--- config.mk ---
export PLATFORM = sky130hd
export DESIGN_NAME = bram4_read_sequencer
export DESIGN_NICKNAME = d
export VERILOG_FILES = /design/src/rtl/bram4_read_sequencer.sv
export SDC_FILE = /design/constraint.sdc
export NUM_CORES = 1
export LEC_CHECK = 0
export ABC_AREA = 1
export BUFFER_PORTS_ARGS = -buffer_cell sky130_fd_sc_hd__buf_2
export CAP_MARGIN = 10
export CORE_AREA = 4 4 127 129
export CTS_CLUSTER_SIZE = 16
export DETAILED_ROUTE_END_ITERATION = 6
export DIE_AREA = 0 0 131 133
export PLACE_DENSITY = 0.73
export SLEW_MARGIN = 20
export SYNTH_ARGS = -nofsm -noshare
export SYNTH_HDL_FRONTEND = slang
export SYNTH_SLANG_ARGS = --single-unit
--- constraint.sdc ---
create_clock -name clk -period 4.3 [get_ports clk]
set_clock_uncertainty 0.1 [all_clocks]
set_input_delay 0.43 -clock clk [delete_from_list [all_inputs] [get_ports clk]]
set_output_delay 0.43 -clock clk [all_outputs]
set_load 0.05 [all_outputs]
--- src/rtl/bram4_read_sequencer.sv ---
`default_nettype none
// ============================================================================
// Module      : bram4_read_sequencer
// Description : Control-register-driven read sequencer for four single-port
//               BRAMs on a shared address bus. Reads word_count addresses
//               from base_addr, banks 0..3 at each address, absorbs the BRAM
//               read latency and returns words in order on a valid/ready
//               stream, with busy/done/abort status.
// Revision    : 1.0 - initial release
// ============================================================================
module bram4_read_sequencer #(
    parameter int ADDR_WIDTH = 10,
    parameter int DATA_WIDTH = 8,
    parameter int RD_LATENCY = 2,
    parameter int FIFO_DEPTH = 8
) (
    input  logic                    clk,
    input  logic                    rst,
    input  logic [31:0]             control_signal,
    input  logic [ADDR_WIDTH-1:0]   base_addr,
    input  logic [ADDR_WIDTH:0]     word_count,
    output logic [3:0]              bram_en,
    output logic [ADDR_WIDTH-1:0]   bram_addr,
    input  logic [4*DATA_WIDTH-1:0] bram_rd_data,
    output logic [DATA_WIDTH-1:0]   out_data,
    output logic                    out_valid,
    input  logic                    out_ready,
    output logic [1:0]              out_bank,
    output logic [31:0]             status_signal
);

    localparam int c_PTR_W = $clog2(FIFO_DEPTH);
    localparam int c_CNT_W = c_PTR_W + 1;
    localparam int c_REM_W = ADDR_WIDTH + 3;

    localparam logic [1:0] c_ST_IDLE  = 2'd0;
    localparam logic [1:0] c_ST_ISSUE = 2'd1;
    localparam logic [1:0] c_ST_DRAIN = 2'd2;
    localparam logic [1:0] c_ST_DONE  = 2'd3;

    // FSM / issue state
    logic [1:0]            r_state;
    logic                  r_start_d;
    logic [ADDR_WIDTH-1:0] r_next_addr;
    logic [1:0]            r_next_bank;
    logic [c_REM_W-1:0]    r_remaining;
    logic [3:0]            r_bram_en;
    logic [ADDR_WIDTH-1:0] r_bram_addr;
    logic [1:0]            r_bram_bank;
    logic                  r_busy;
    logic                  r_done;
    logic                  r_aborted;

    // In-flight tracking pipe: stage j holds a read issued j+1 cycles ago
    logic                  r_pipe_vld  [RD_LATENCY];
    logic [1:0]            r_pipe_bank [RD_LATENCY];

    // Return FIFO, each entry is {bank, data}
    logic [DATA_WIDTH+1:0] r_mem [FIFO_DEPTH];
    logic [c_PTR_W-1:0]    r_wr_ptr;
    logic [c_PTR_W-1:0]    r_rd_ptr;
    logic [c_CNT_W-1:0]    r_count;

    logic                  w_start_rise;
    logic                  w_abort_req;
    logic                  w_flush;
    logic                  w_out_valid;
    logic                  w_pop;
    logic                  w_push;
    logic [DATA_WIDTH-1:0] w_push_data;
    logic [7:0]            w_inflight;
    logic [7:0]            w_used;
    logic                  w_credit;
    logic                  w_pipe_empty;
    logic                  w_fifo_drained;
    logic                  w_unused_ctrl;

    assign w_unused_ctrl  = ^control_signal[31:2];
    assign w_start_rise   = control_signal[0] & ~r_start_d;
    assign w_abort_req    = control_signal[1];
    assign w_flush        = w_abort_req & ((r_state == c_ST_ISSUE) || (r_state == c_ST_DRAIN));
    assign w_out_valid    = (r_count != '0);
    assign w_pop          = w_out_valid & out_ready;
    assign w_push         = r_pipe_vld[RD_LATENCY-1];
    assign w_used         = 8'(r_count) + w_inflight;
    // Conservative credit: pops this cycle are not counted, so nothing can land in a full FIFO
    assign w_credit       = (w_used < 8'(FIFO_DEPTH));
    assign w_pipe_empty   = (w_inflight == 8'd0);
    assign w_fifo_drained = (r_count == '0) || ((r_count == c_CNT_W'(1)) && w_pop);

    // Count reads presented to the BRAMs or still in the latency pipe
    always_comb begin
        w_inflight = {7'd0, |r_bram_en};
        for (int j = 0; j < RD_LATENCY; j++) begin
            w_inflight = w_inflight + {7'd0, r_pipe_vld[j]};
        end
    end

    // Select the returning bank's slice of the read data bus
    always_comb begin
        w_push_data = '0;
        for (int i = 0; i < 4; i++) begin
            if (r_pipe_bank[RD_LATENCY-1] == 2'(i)) begin
                w_push_data = bram_rd_data[i*DATA_WIDTH +: DATA_WIDTH];
            end
        end
    end

    // Control FSM: start detection, read issue, completion and abort
    always_ff @(posedge clk) begin
        if (rst) begin
            r_state     <= c_ST_IDLE;
            r_start_d   <= 1'b0;
            r_next_addr <= '0;
            r_next_bank <= 2'd0;
            r_remaining <= '0;
            r_bram_en   <= 4'd0;
            r_bram_addr <= '0;
            r_bram_bank <= 2'd0;
            r_busy      <= 1'b0;
            r_done      <= 1'b0;
            r_aborted   <= 1'b0;
        end else begin
            r_start_d <= control_signal[0];
            r_bram_en <= 4'd0;
            case (r_state)
                c_ST_IDLE: begin
                    if (w_start_rise && !w_abort_req) begin
                        r_done    <= 1'b0;
                        r_aborted <= 1'b0;
                        if (word_count == '0) begin
                            r_state <= c_ST_DONE;
                            r_done  <= 1'b1;
                        end else begin
                            // First read goes out straight from the sampled inputs
                            r_state     <= c_ST_ISSUE;
                            r_busy      <= 1'b1;
                            r_bram_en   <= 4'b0001;
                            r_bram_addr <= base_addr;
                            r_bram_bank <= 2'd0;
                            r_next_bank <= 2'd1;
                            r_next_addr <= base_addr;
                            r_remaining <= {word_count, 2'b00} - c_REM_W'(1);
                        end
                    end
                end
                c_ST_ISSUE: begin
                    if (w_abort_req) begin
                        r_state   <= c_ST_IDLE;
                        r_busy    <= 1'b0;
                        r_done    <= 1'b0;
                        r_aborted <= 1'b1;
                    end else if (r_remaining == '0) begin
                        r_state <= c_ST_DRAIN;
                    end else if (w_credit) begin
                        r_bram_en   <= 4'b0001 << r_next_bank;
                        r_bram_addr <= r_next_addr;
                        r_bram_bank <= r_next_bank;
                        r_next_bank <= r_next_bank + 2'd1;
                        if (r_next_bank == 2'd3) begin
                            r_next_addr <= r_next_addr + ADDR_WIDTH'(1);
                        end
                        r_remaining <= r_remaining - c_REM_W'(1);
                    end
                end
                c_ST_DRAIN: begin
                    if (w_abort_req) begin
                        r_state   <= c_ST_IDLE;
                        r_busy    <= 1'b0;
                        r_done    <= 1'b0;
                        r_aborted <= 1'b1;
                    end else if (w_pipe_empty && w_fifo_drained) begin
                        r_state <= c_ST_DONE;
                        r_busy  <= 1'b0;
                        r_done  <= 1'b1;
                    end
                end
                c_ST_DONE: begin
                    r_state <= c_ST_IDLE;
                end
                default: begin
                    r_state <= c_ST_IDLE;
                end
            endcase
        end
    end

    // Latency pipe: follows each issued read until its data appears on the bus
    always_ff @(posedge clk) begin
        if (rst || w_flush) begin
            for (int j = 0; j < RD_LATENCY; j++) begin
                r_pipe_vld[j]  <= 1'b0;
                r_pipe_bank[j] <= 2'd0;
            end
        end else begin
            r_pipe_vld[0]  <= |r_bram_en;
            r_pipe_bank[0] <= r_bram_bank;
            for (int j = 1; j < RD_LATENCY; j++) begin
                r_pipe_vld[j]  <= r_pipe_vld[j-1];
                r_pipe_bank[j] <= r_pipe_bank[j-1];
            end
        end
    end

    // Return FIFO: push from the pipe tail, pop on handshake, flushed on abort
    always_ff @(posedge clk) begin
        if (rst || w_flush) begin
            r_wr_ptr <= '0;
            r_rd_ptr <= '0;
            r_count  <= '0;
        end else begin
            if (w_push) begin
                r_mem[r_wr_ptr] <= {r_pipe_bank[RD_LATENCY-1], w_push_data};
                r_wr_ptr        <= r_wr_ptr + c_PTR_W'(1);
            end
            if (w_pop) begin
                r_rd_ptr <= r_rd_ptr + c_PTR_W'(1);
            end
            case ({w_push, w_pop})
                2'b10:   r_count <= r_count + c_CNT_W'(1);
                2'b01:   r_count <= r_count - c_CNT_W'(1);
                default: r_count <= r_count;
            endcase
        end
    end

    assign bram_en       = r_bram_en;
    assign bram_addr     = r_bram_addr;
    assign out_valid     = w_out_valid;
    // Head entry is gated so the stream reads 0 while empty
    assign out_data      = w_out_valid ? r_mem[r_rd_ptr][DATA_WIDTH-1:0] : '0;
    assign out_bank      = w_out_valid ? r_mem[r_rd_ptr][DATA_WIDTH+1:DATA_WIDTH] : 2'd0;
    assign status_signal = {16'd0, 8'(r_count), 5'd0, r_aborted, r_done, r_busy};

endmodule
`default_nettype wire

==> results.json, run 1 <==
{
  "status": "finished, final reports clean",
  "yosysMostFrequentCell": "nor2_1",
  "grt_remaining_overflow": 0,
  "die_w_um": 131,
  "synth_seq_cells": 146,
  "antenna_found_initial": 0,
  "via_per_inst": 5.10,
  "min_period_over_period_pct": 75.5,
  "dp.cells": 1150,
  "fin_setup_tns_ps": 0,
  "critPathLaunchType": "register",
  "htree_num_levels": 4,
  "netlist.area_leader.share_pct": 32.3,
  "setup-violations-final": 0,
  "worstPathMaxFanout": 41,
  "cts-root-buf": "clkbuf_16",
  "gp_congestion": 0.800,
  "worstHoldStart": "control_signal[0]",
  "synth-seq-area-share_pct": 50.1,
  "tritoncts": "done",
  "remaining_drc_errors": 0,
  "yosysUniqueCellTypes": 39,
  "p_per_area_nw_per_um2": 618,
  "r2r_setup_slack_ps": 1250,
  "cellLeakagePower_nw": 3.65,
  "whs_endpoint": "r_start_d",
  "cts_resized": 0,
  "fillers": 1388,
  "timing.slew.headroom_pct": 37.2,
  "ant_nets": 0,
  "grt_max_degree": 42,
  "first_global_vias": 5555,
  "clk_pin_slew_ps": 60,
  "max_cap_viol_count": 0,
  "avgSynthCellArea_um2": 8.29,
  "drive_gt1_share_pct": 16.1,
  "drtPass1Iterations": 5,
  "start_util_pct": 49.4,
  "worst-endpoint-required_ps": 3770,
  "grt_use_total_pct": 18.9,
  "cts-buffers-inserted": 17,
  "fmax_mhz": 308,
  "vdd_ir_drop_max_uv": 369,
  "syn_inst": 897,
  "wire_per_inst_um": 13.8,
  "rr_startpoint": "r_state[0]",
  "hold_violations": 0,
  "r2r-end": "r_mem[3][2]",
  "area_growth_pct": 14.9,
  "min_period_ps": 3240,
  "routed_wl_mm": 16.3,
  "vias": 6030,
  "post-cts-setup-buffer-count": 0,
  "cts_sinks": 146,
  "rsz0062_at_grt": "false",
  "clk_latency_ps": 420,
  "crit_path_end_kind": "output pin",
  "fp-row-count": 45,
  "core_um2": 15000,
  "cp.arrival_ps": 2710,
  "worstMarginPinSlew_ps": 941,
  "dp_hpwl_mm": 11.2,
  "path_class": "register to output pin",
  "worstRegToRegCells": 10,
  "yosysWarnings": 0,
  "syn_area_um2": 7430,
  "port_buffers": 89,
  "yosys.area.top_type": "edfxtp_1",
  "grt_pass1_wl_mm": 26.2,
  "drt_iter0_drc": 366,
  "cts_max_path_buffers": 2,
  "synthFlopType": "edfxtp_1",
  "hold_class": "input pin to register",
  "diodes": 0,
  "synth_edf_count": 80,
  "report.final.slew_viol_count": 0,
  "cts_hold_buf": 0,
  "ys_top_cells_by_count": "nor2_1, nand2_1, edfxtp_1, dfxtp_1, inv_1",
  "die-area_um2": 17400,
  "finalNetCount": 1089,
  "min_path_cells": 3,
  "ioPinCount": 145,
  "async_flop_share_pct": 0,
  "stdcell_count": 1182,
  "netlist_top_cells_area": "edfxtp_1, dfxtp_1, nor2_1",
  "die_h_um": 133
}
worst max path at each step:
stage / start / endpoint / slack, ps / cells past startpoint
floorplan: r_count[1] / out_bank[0] / 1160 / 6
global route: register / out_data[4] / 810 / 8
global placement: r_state[0] / r_mem[0][5] / 1290 / 10
finish: register / out_data[2] / 1060 / 8
detailed placement: r_state[0] / r_mem[3][2] / 1250 / 10
CTS: register / out_data[2] / 1000 / 8
cell families after synthesis:
logic type	share of synthesized area, %
xor+xnor	0.943
simple gates	25.9
buf+inv	8.40
other cells	0.0504
compound gates	11.1
fa+ha+maj	3.47
flops	50.1
registers in the layout, summed over array words and instances, names as in the netlist, 4 cells and up, named ones only:
signal,cells
r_mem,80
r_remaining,13
bram_addr,10
r_next_addr,10
bram_en,4
r_count,4
r_pipe_bank,4
through the flow:
step                      util, %  area (um^2)  power [W]  setup slack [ps]  hold slack, ps
final                        56.8         8540    0.00528              1060             135
after global routing         56.8         8540    0.00564               814             160
after CTS                    56.8         8540    0.00531               999             120
after detailed placement     52.8         7930    0.00379              1250             308
after global placement       52.8         7930    0.00376              1290             294
after floorplan                 -         7520    0.00344              1160             294
worst max-delay path, stage by stage, from the launching register on:
cell,delay [ps]
dfxtp_1,290
buf_4,240
inv_1,580
buf_4,360
nor2_1,60
o32ai_1,270
nor2_1,70
nor2_1,130
buf_2,280
metal layers:
metal	share of wire, %	GRT usage (%)	vias to the layer above
li1	-	-	3103
met1	43	23.4	2764
met2	50	31.8	139
met3	5.1	4.36	24
met4	1.7	7.26	0
met5	0	0	-
power breakdown:
part	internal [W]	leakage, nW	switching (W)
registers	0.00164	1.26	0.000143
logic	0.000588	2.10	0.00140
clock network	0.000917	0.287	0.000589
total	0.00315	3.65	0.00213
cells in the final DEF (no fill, tap or decap), types with 4 or more instances in the layout:
cell       Yosys  final
nor2_2         5      5
nand3_1       41     41
o21ai_0       64     64
conb_1         1     25
buf_4         29     13
nand4_1        9      9
or2_2          5      5
nor3_1         4      4
nand2_4        4      4
o32ai_1       21     21
inv_1         66     66
nand2_2        6      6
clkbuf_16      0     17
a221oi_1       4      4
a21oi_1       50     50
xor2_1         5      5
ha_1          19     19
buf_2          7     89
nor2_1       199    199
edfxtp_1      80     80
dfxtp_1       66     66
nand2_1      163    163
cell type report:
| cell class | instances | area [um^2] | share of cell area (%) |
|---|---|---|---|
| tap | 188 | 235 | 2.75 |
| inverter | 68 | 255 | 2.99 |
| sequential | 146 | 3720 | 43.6 |
| clock buffer | 17 | 425 | 4.98 |
| multi-input combinational | 646 | 3180 | 37.2 |
| timing repair buffer | 102 | 543 | 6.36 |
| clock inverter | 15 | 180 | 2.11 |
(Power assumes the default switching activity.)
==> run 2, diff against run 1 <==
--- a/config.mk
+++ b/config.mk
@@ -5,14 +5,14 @@
 export SDC_FILE = /design/constraint.sdc
 export NUM_CORES = 1
 export LEC_CHECK = 0
-export ABC_AREA = 1
+export ABC_AREA = 0
 export BUFFER_PORTS_ARGS = -buffer_cell sky130_fd_sc_hd__buf_2
 export CAP_MARGIN = 10
-export CORE_AREA = 4 4 127 129
+export CORE_AREA = 4 4 125 127
 export CTS_CLUSTER_SIZE = 16
 export DETAILED_ROUTE_END_ITERATION = 6
-export DIE_AREA = 0 0 131 133
-export PLACE_DENSITY = 0.73
+export DIE_AREA = 0 0 129 131
+export PLACE_DENSITY = 0.76
 export SLEW_MARGIN = 20
 export SYNTH_ARGS = -nofsm -noshare
 export SYNTH_HDL_FRONTEND = slang
==> constraint.sdc (replaced) <==
create_clock -name clk -period 2.8 [get_ports clk]
set_clock_uncertainty 0.1 [all_clocks]
set_input_delay 0.28 -clock clk [delete_from_list [all_inputs] [get_ports clk]]
set_output_delay 0.28 -clock clk [all_outputs]
set_load 0.05 [all_outputs]
==> results.json, run 2 <==
{
  "total_power_w": 0.00792,
  "synth-seq-area-share_pct": 52.0,
  "grt_remaining_overflow": 0,
  "die_h_um": 131,
  "grt_use_total_pct": 19.6,
  "cts-buffers-inserted": 17,
  "layout_common_cells": "buf_2, edfxtp_1, nor2_1",
  "synth_edf_count": 80,
  "report.final.slew_viol_count": 0,
  "synthFlopType": "edfxtp_1",
  "max_cap_viol_count": 0,
  "ioPinCount": 145,
  "yosys.area.top_type": "edfxtp_1",
  "regMostFlops": "r_mem",
  "status": "finished, final reports clean",
  "async_flop_share_pct": 0,
  "hold_class": "input pin to register",
  "cts_max_path_buffers": 2,
  "met3_usage_pct": 4.19,
  "critPathLaunchType": "register",
  "netlist_top_cells_area": "edfxtp_1, dfxtp_1, mux4_2",
  "setup-violations-final": 0,
  "cts-root-buf": "clkbuf_16",
  "cellLeakagePower_nw": 3.12,
  "htree_num_levels": 4,
  "start_util_pct": 49.6,
  "grt_max_degree": 55,
  "met1_usage_pct": 25.0,
  "layout_commonest_cell": "buf_2",
  "worstMarginPinSlew_ps": 785,
  "yosysMostFrequentCell": "edfxtp_1",
  "via_per_inst": 5.68,
  "grt_most_used_layer": "met2",
  "grt_pass1_wl_mm": 25.8,
  "core_um2": 14400,
  "yosysWarnings": 0,
  "first_global_vias": 5109,
  "path_class": "register to register",
  "wire_per_inst_um": 17.7,
  "rsz0062_at_grt": "true",
  "finalNetCount": 822,
  "syn_area_um2": 7160,
  "p_per_area_nw_per_um2": 937,
  "fp-row-count": 44,
  "largestRegisters": "r_mem (80), r_remaining (13)",
  "tritoncts": "done",
  "yosysUniqueCellTypes": 66,
  "cts_sinks": 146,
  "dp_hpwl_mm": 10.8,
  "synth_seq_cells": 146,
  "gp_congestion": 0.833,
  "syn_inst": 610,
  "antenna_found_initial": 0,
  "largest_reg_flops": 80,
  "min_period_ps": 2670,
  "vias": 5179,
  "clk_latency_ps": 430,
  "worstPathMaxFanout": 5,
  "routed_wl_mm": 16.1,
  "clk_pin_slew_ps": 60,
  "netlist.area_leader.share_pct": 33.6,
  "drt_iter0_drc": 415,
  "cp.arrival_ps": 2860,
  "die-area_um2": 16900,
  "crit_path_end_kind": "register",
  "diodes": 0,
  "drtPass1Iterations": 4,
  "timing.slew.headroom_pct": 47.6,
  "fmax_mhz": 375,
  "drive_gt1_share_pct": 28.5,
  "ys_top_cells_by_count": "edfxtp_1, nor2_1, dfxtp_1, nand2_1",
  "hold_ws_ps": 39.3,
  "die_w_um": 129,
  "avgSynthCellArea_um2": 11.7,
  "ant_nets": 0,
  "hold_violations": 0,
  "use_met2_pct": 33.3,
  "area_growth_pct": 18.1,
  "port_buffers": 89,
  "vdd_ir_drop_max_uv": 614,
  "min_period_over_period_pct": 95.2,
  "worst-endpoint-required_ps": 2990,
  "remaining_drc_errors": 0
}
[run 2: cell types whose count changed after synthesis, sizes merged, moves of 15 or more]
cell,delta
mux4,+28
a21oi,-24
inv,-47
o21ai,-46
nand2,-141
o32ai,-17
mux2i,+16
nor3,+15
nor2,-137
nand3,-31
[run 2: path summary, 6_finish.rpt]
path                                     endpoint               from  depth (start not counted)  slack, ps
worst min register to register  r_pipe_bank[0][3]  r_pipe_bank[0][1]                          1        330
worst max register to register     r_next_addr[5]         bram_en[2]                          9        130
worst min-delay path               r_next_addr[0]       base_addr[0]                          3         40
worst max-delay path               r_next_addr[5]         bram_en[2]                          9        130
[run 2: final cells by class]
type	instances	area (um^2)
timing repair buffer	119	711
fill	1164	5970
multi-input combinational	408	3140
inverter	22	82.6
clock inverter	14	144
clock buffer	18	429
tap	184	230
sequential	146	3720
[run 2: per-stage QoR]
stage / area (um^2) / util [%] / cells / TNS (ps) / setup WS [ps]
after floorplan: 7260 / - / 634 / 0 / 26.6
after global placement: 7810 / 54.2 / 875 / 0 / 71.3
after detailed placement: 7810 / 54.2 / 875 / 0 / 2.95
after CTS: 8410 / 58.3 / 909 / 0 / 1.88
after global routing: 8460 / 58.6 / 911 / -27.9 / -16.6
final: 8460 / 58.6 / 911 / 0 / 135
[run 2: cells by family (layout without fill, tap and decap cells)]
kind of cell | after synthesis | count (layout) | share of synthesized area, %
flip-flops | 146 | 146 | 52.0
XOR/XNOR | 14 | 14 | 1.71
buffers and inverters | 81 | 173 | 6.19
adder cells (fa/ha/maj) | 20 | 20 | 3.60
AND/OR/NAND/NOR | 196 | 196 | 14.6
other | 1 | 25 | 0.0524
AO/OA/AOI/OAI | 108 | 109 | 10.8
multiplexers | 44 | 44 | 11.0
[run 2: what timing repair did]
item                                    CTS  global route
cloned                                    1             0
pin swaps                                 2             5
resized for setup                         1             7
hold buffers                              1             0
endpoints found under the setup margin    6            13
hold endpoints to repair                  1             0
setup buffers                             0             2
[run 2: report_power, final]
| part | total (W) | internal (W) | switching, W |
|---|---|---|---|
| registers | 0.00266 | 0.00246 | 0.000205 |
| clock network | 0.00219 | 0.00125 | 0.000937 |
| logic | 0.00307 | 0.00105 | 0.00202 |
| total | 0.00792 | 0.00476 | 0.00317 |
[run 2: worst max-delay path: stages (launching register included)]
cell and delay, ps:
dfxtp_1 340, nor4_4 330, fa_2 260, inv_1 40
ha_1 180, a211oi_2 270, nand2_2 150, o31a_1 400
o311ai_0 320, o21ai_0 140
[run 2: layer usage]
layer / vias to the layer above / part of all wire (%) / wire length [um]
met5: - / 0 / 0
met4: 0 / 1.5 / 245
met3: 22 / 5.8 / 937
met2: 170 / 52 / 8340
met1: 2530 / 41 / 6570
li1: 2457 / - / -
==> run 3, diff against run 2 <==
--- a/config.mk
+++ b/config.mk
@@ -8,11 +8,14 @@
 export ABC_AREA = 0
 export BUFFER_PORTS_ARGS = -buffer_cell sky130_fd_sc_hd__buf_2
 export CAP_MARGIN = 10
-export CORE_AREA = 4 4 125 127
+export CELL_PAD_IN_SITES_DETAIL_PLACEMENT = 1
+export CELL_PAD_IN_SITES_GLOBAL_PLACEMENT = 2
+export CORE_AREA = 4 4 153 155
 export CTS_CLUSTER_SIZE = 16
 export DETAILED_ROUTE_END_ITERATION = 6
-export DIE_AREA = 0 0 129 131
-export PLACE_DENSITY = 0.76
+export DIE_AREA = 0 0 157 159
+export GPL_TIMING_DRIVEN = 1
+export PLACE_DENSITY_LB_ADDON = 0.1
 export SLEW_MARGIN = 20
 export SYNTH_ARGS = -nofsm -noshare
 export SYNTH_HDL_FRONTEND = slang
==> results.json, run 3 (synthesis gave the netlist of run 2 again) <==
{
  "layout_commonest_cell": "buf_2",
  "worstPathMaxFanout": 5,
  "cp_slowest_cell": "o31a_4",
  "antenna_found_initial": 0,
  "cp.arrival_ps": 2860,
  "min_period_over_period_pct": 95.8,
  "area_growth_pct": 24.2,
  "rr_startpoint": "bram_en[1]",
  "via_per_inst": 5.06,
  "first_global_vias": 5683,
  "core_um2": 21800,
  "clk_pin_slew_ps": 60,
  "crit_path_end_kind": "register",
  "largest_reg_flops": 80,
  "r2r-end": "r_next_addr[2]",
  "htree_num_levels": 4,
  "grt_pass1_wl_mm": 30.7,
  "vias": 5231,
  "drt_iter0_drc": 230,
  "port_buffers": 89,
  "clk_latency_ps": 420,
  "grt_most_used_layer": "met2",
  "diodes": 0,
  "grt_use_total_pct": 15.5,
  "fin_setup_tns_ps": 0,
  "wire_per_inst_um": 18.5,
  "finalNetCount": 848,
  "fmax_mhz": 373,
  "remaining_drc_errors": 0,
  "crit_top_cell": "buf_4",
  "cts-buffers-inserted": 17,
  "p_per_area_nw_per_um2": 948,
  "grt_remaining_overflow": 0,
  "layout_common_cells": "buf_2, edfxtp_1, nor2_1",
  "fin_util_pct": 40.7,
  "min_period_ps": 2680,
  "cts_max_path_buffers": 2,
  "r2r_setup_slack_ps": 120,
  "ant_nets": 0,
  "critPathLaunchType": "register",
  "largestRegisters": "r_mem (80), r_remaining (13)",
  "setup-violations-final": 0,
  "vdd_ir_drop_max_uv": 419,
  "use_met2_pct": 27.7,
  "drive_gt1_share_pct": 32.8,
  "ioPinCount": 145,
  "max_cap_viol_count": 0,
  "die_w_um": 157,
  "rsz0062_at_grt": "true",
  "dp_hpwl_mm": 13.3,
  "cts-root-buf": "clkbuf_16",
  "grt_max_degree": 55,
  "gp_congestion": 0.725,
  "hold_violations": 0,
  "worstPathCellList": "nor4_4 -> buf_4 -> fa_2 -> inv_1 -> ha_1 -> a211oi_2 -> buf_4 -> nand2_2 -> o31a_4 -> o311ai_2 -> o31ai_1",
  "report.final.slew_viol_count": 0,
  "timing.slew.headroom_pct": 47.0,
  "worstRegToRegCells": 11,
  "status": "finished, final reports clean",
  "met1_usage_pct": 19.1,
  "fp-row-count": 54,
  "worst-endpoint-required_ps": 2980,
  "die_h_um": 159,
  "routed_wl_mm": 19.1,
  "crit_start": "bram_en[1]",
  "start_util_pct": 32.8,
  "cellLeakagePower_nw": 3.28,
  "regMostFlops": "r_mem",
  "hold_class": "input pin to register",
  "max_stage_delay_ps": 420,
  "tritoncts": "done",
  "worstSetupEndpoint": "r_next_addr[2]",
  "met3_usage_pct": 3.07,
  "cts_sinks": 146,
  "worstMarginPinSlew_ps": 792,
  "drtPass1Iterations": 4,
  "path_class": "register to register",
  "die-area_um2": 25000,
  "fillers": 2400
}
run 3: changes by cell type in the layout (fill, tap and decap cells not counted), sizes merged:
cell      change
buf          +25
bufinv        +1
clkinv        +3
clkinvlp      -1
inv           -3
o211ai        +1
run 3: cell type report:
| type | count | area, um^2 | share of cell area (%) |
|---|---|---|---|
| flip-flops and latches | 146 | 3720 | 41.9 |
| multi-input cells | 409 | 3230 | 36.3 |
| repair buffers | 144 | 921 | 10.4 |
| clock buffers | 18 | 429 | 4.83 |
| well taps | 280 | 350 | 3.94 |
| clock inverters | 14 | 153 | 1.72 |
| inverters | 22 | 82.6 | 0.929 |
run 3: through the flow:
step                cells  hold WS, ps  cell area [um^2]  power [W]  worst slack, ps
global placement      988          318              8080    0.00586            -98.0
finish               1033         31.2              8890    0.00843              119
global route         1033         23.6              8890    0.00895            -16.5
floorplan             634          306              7260    0.00500             26.6
detailed placement    988          322              8080    0.00592             -136
CTS                  1022         16.6              8700    0.00826             14.1
run 3: worst min-delay path by stage:
stage,from,end,slack (ps),cells past startpoint
6_report,control_signal[0],r_start_d,30,3
5_1_grt,control_signal[0],r_start_d,20,3
4_1_cts,control_signal[0],r_start_d,20,3
3_5_place_dp,r_pipe_bank[0][1],r_pipe_bank[0][3],320,1
3_3_place_gp,r_pipe_bank[0][0],r_pipe_bank[0][2],320,1
2_1_floorplan,r_pipe_bank[0][0],r_pipe_bank[0][2],310,1
run 3: power by group:
group / switching (W) / internal (W)
Clock: 0.000914 / 0.00132
Combinational: 0.00223 / 0.00132
Sequential: 0.000180 / 0.00246
Total: 0.00332 / 0.00510
run 3: what timing repair did:
| item | CTS | global route |
|---|---|---|
| endpoints found under the hold margin | 1 | 0 |
| setup buffers | 0 | 10 |
| gates cloned | 1 | 1 |
| resized for setup | 9 | 18 |
| endpoints found under the setup margin | 8 | 41 |
| pin swaps | 3 | 6 |
| hold buffers | 1 | 0 |
run 3: critical path, delay by kind of cell (launching register included):
kind,cells,cell delay [ps]
buffers and inverters,3,350
DFF,1,330
adders and majority gates,2,360
and+or+nand+nor,2,390
AOI/OAI and AO/OA,4,980
run 3: metal layers:
| metal | wire, um | share of wire [%] | vias up |
|---|---|---|---|
| li1 | - | - | 2505 |
| met1 | 8210 | 43 | 2634 |
| met2 | 10100 | 53 | 78 |
| met3 | 611 | 3.2 | 14 |
| met4 | 206 | 1.1 | 0 |
| met5 | 0 | 0 | - |
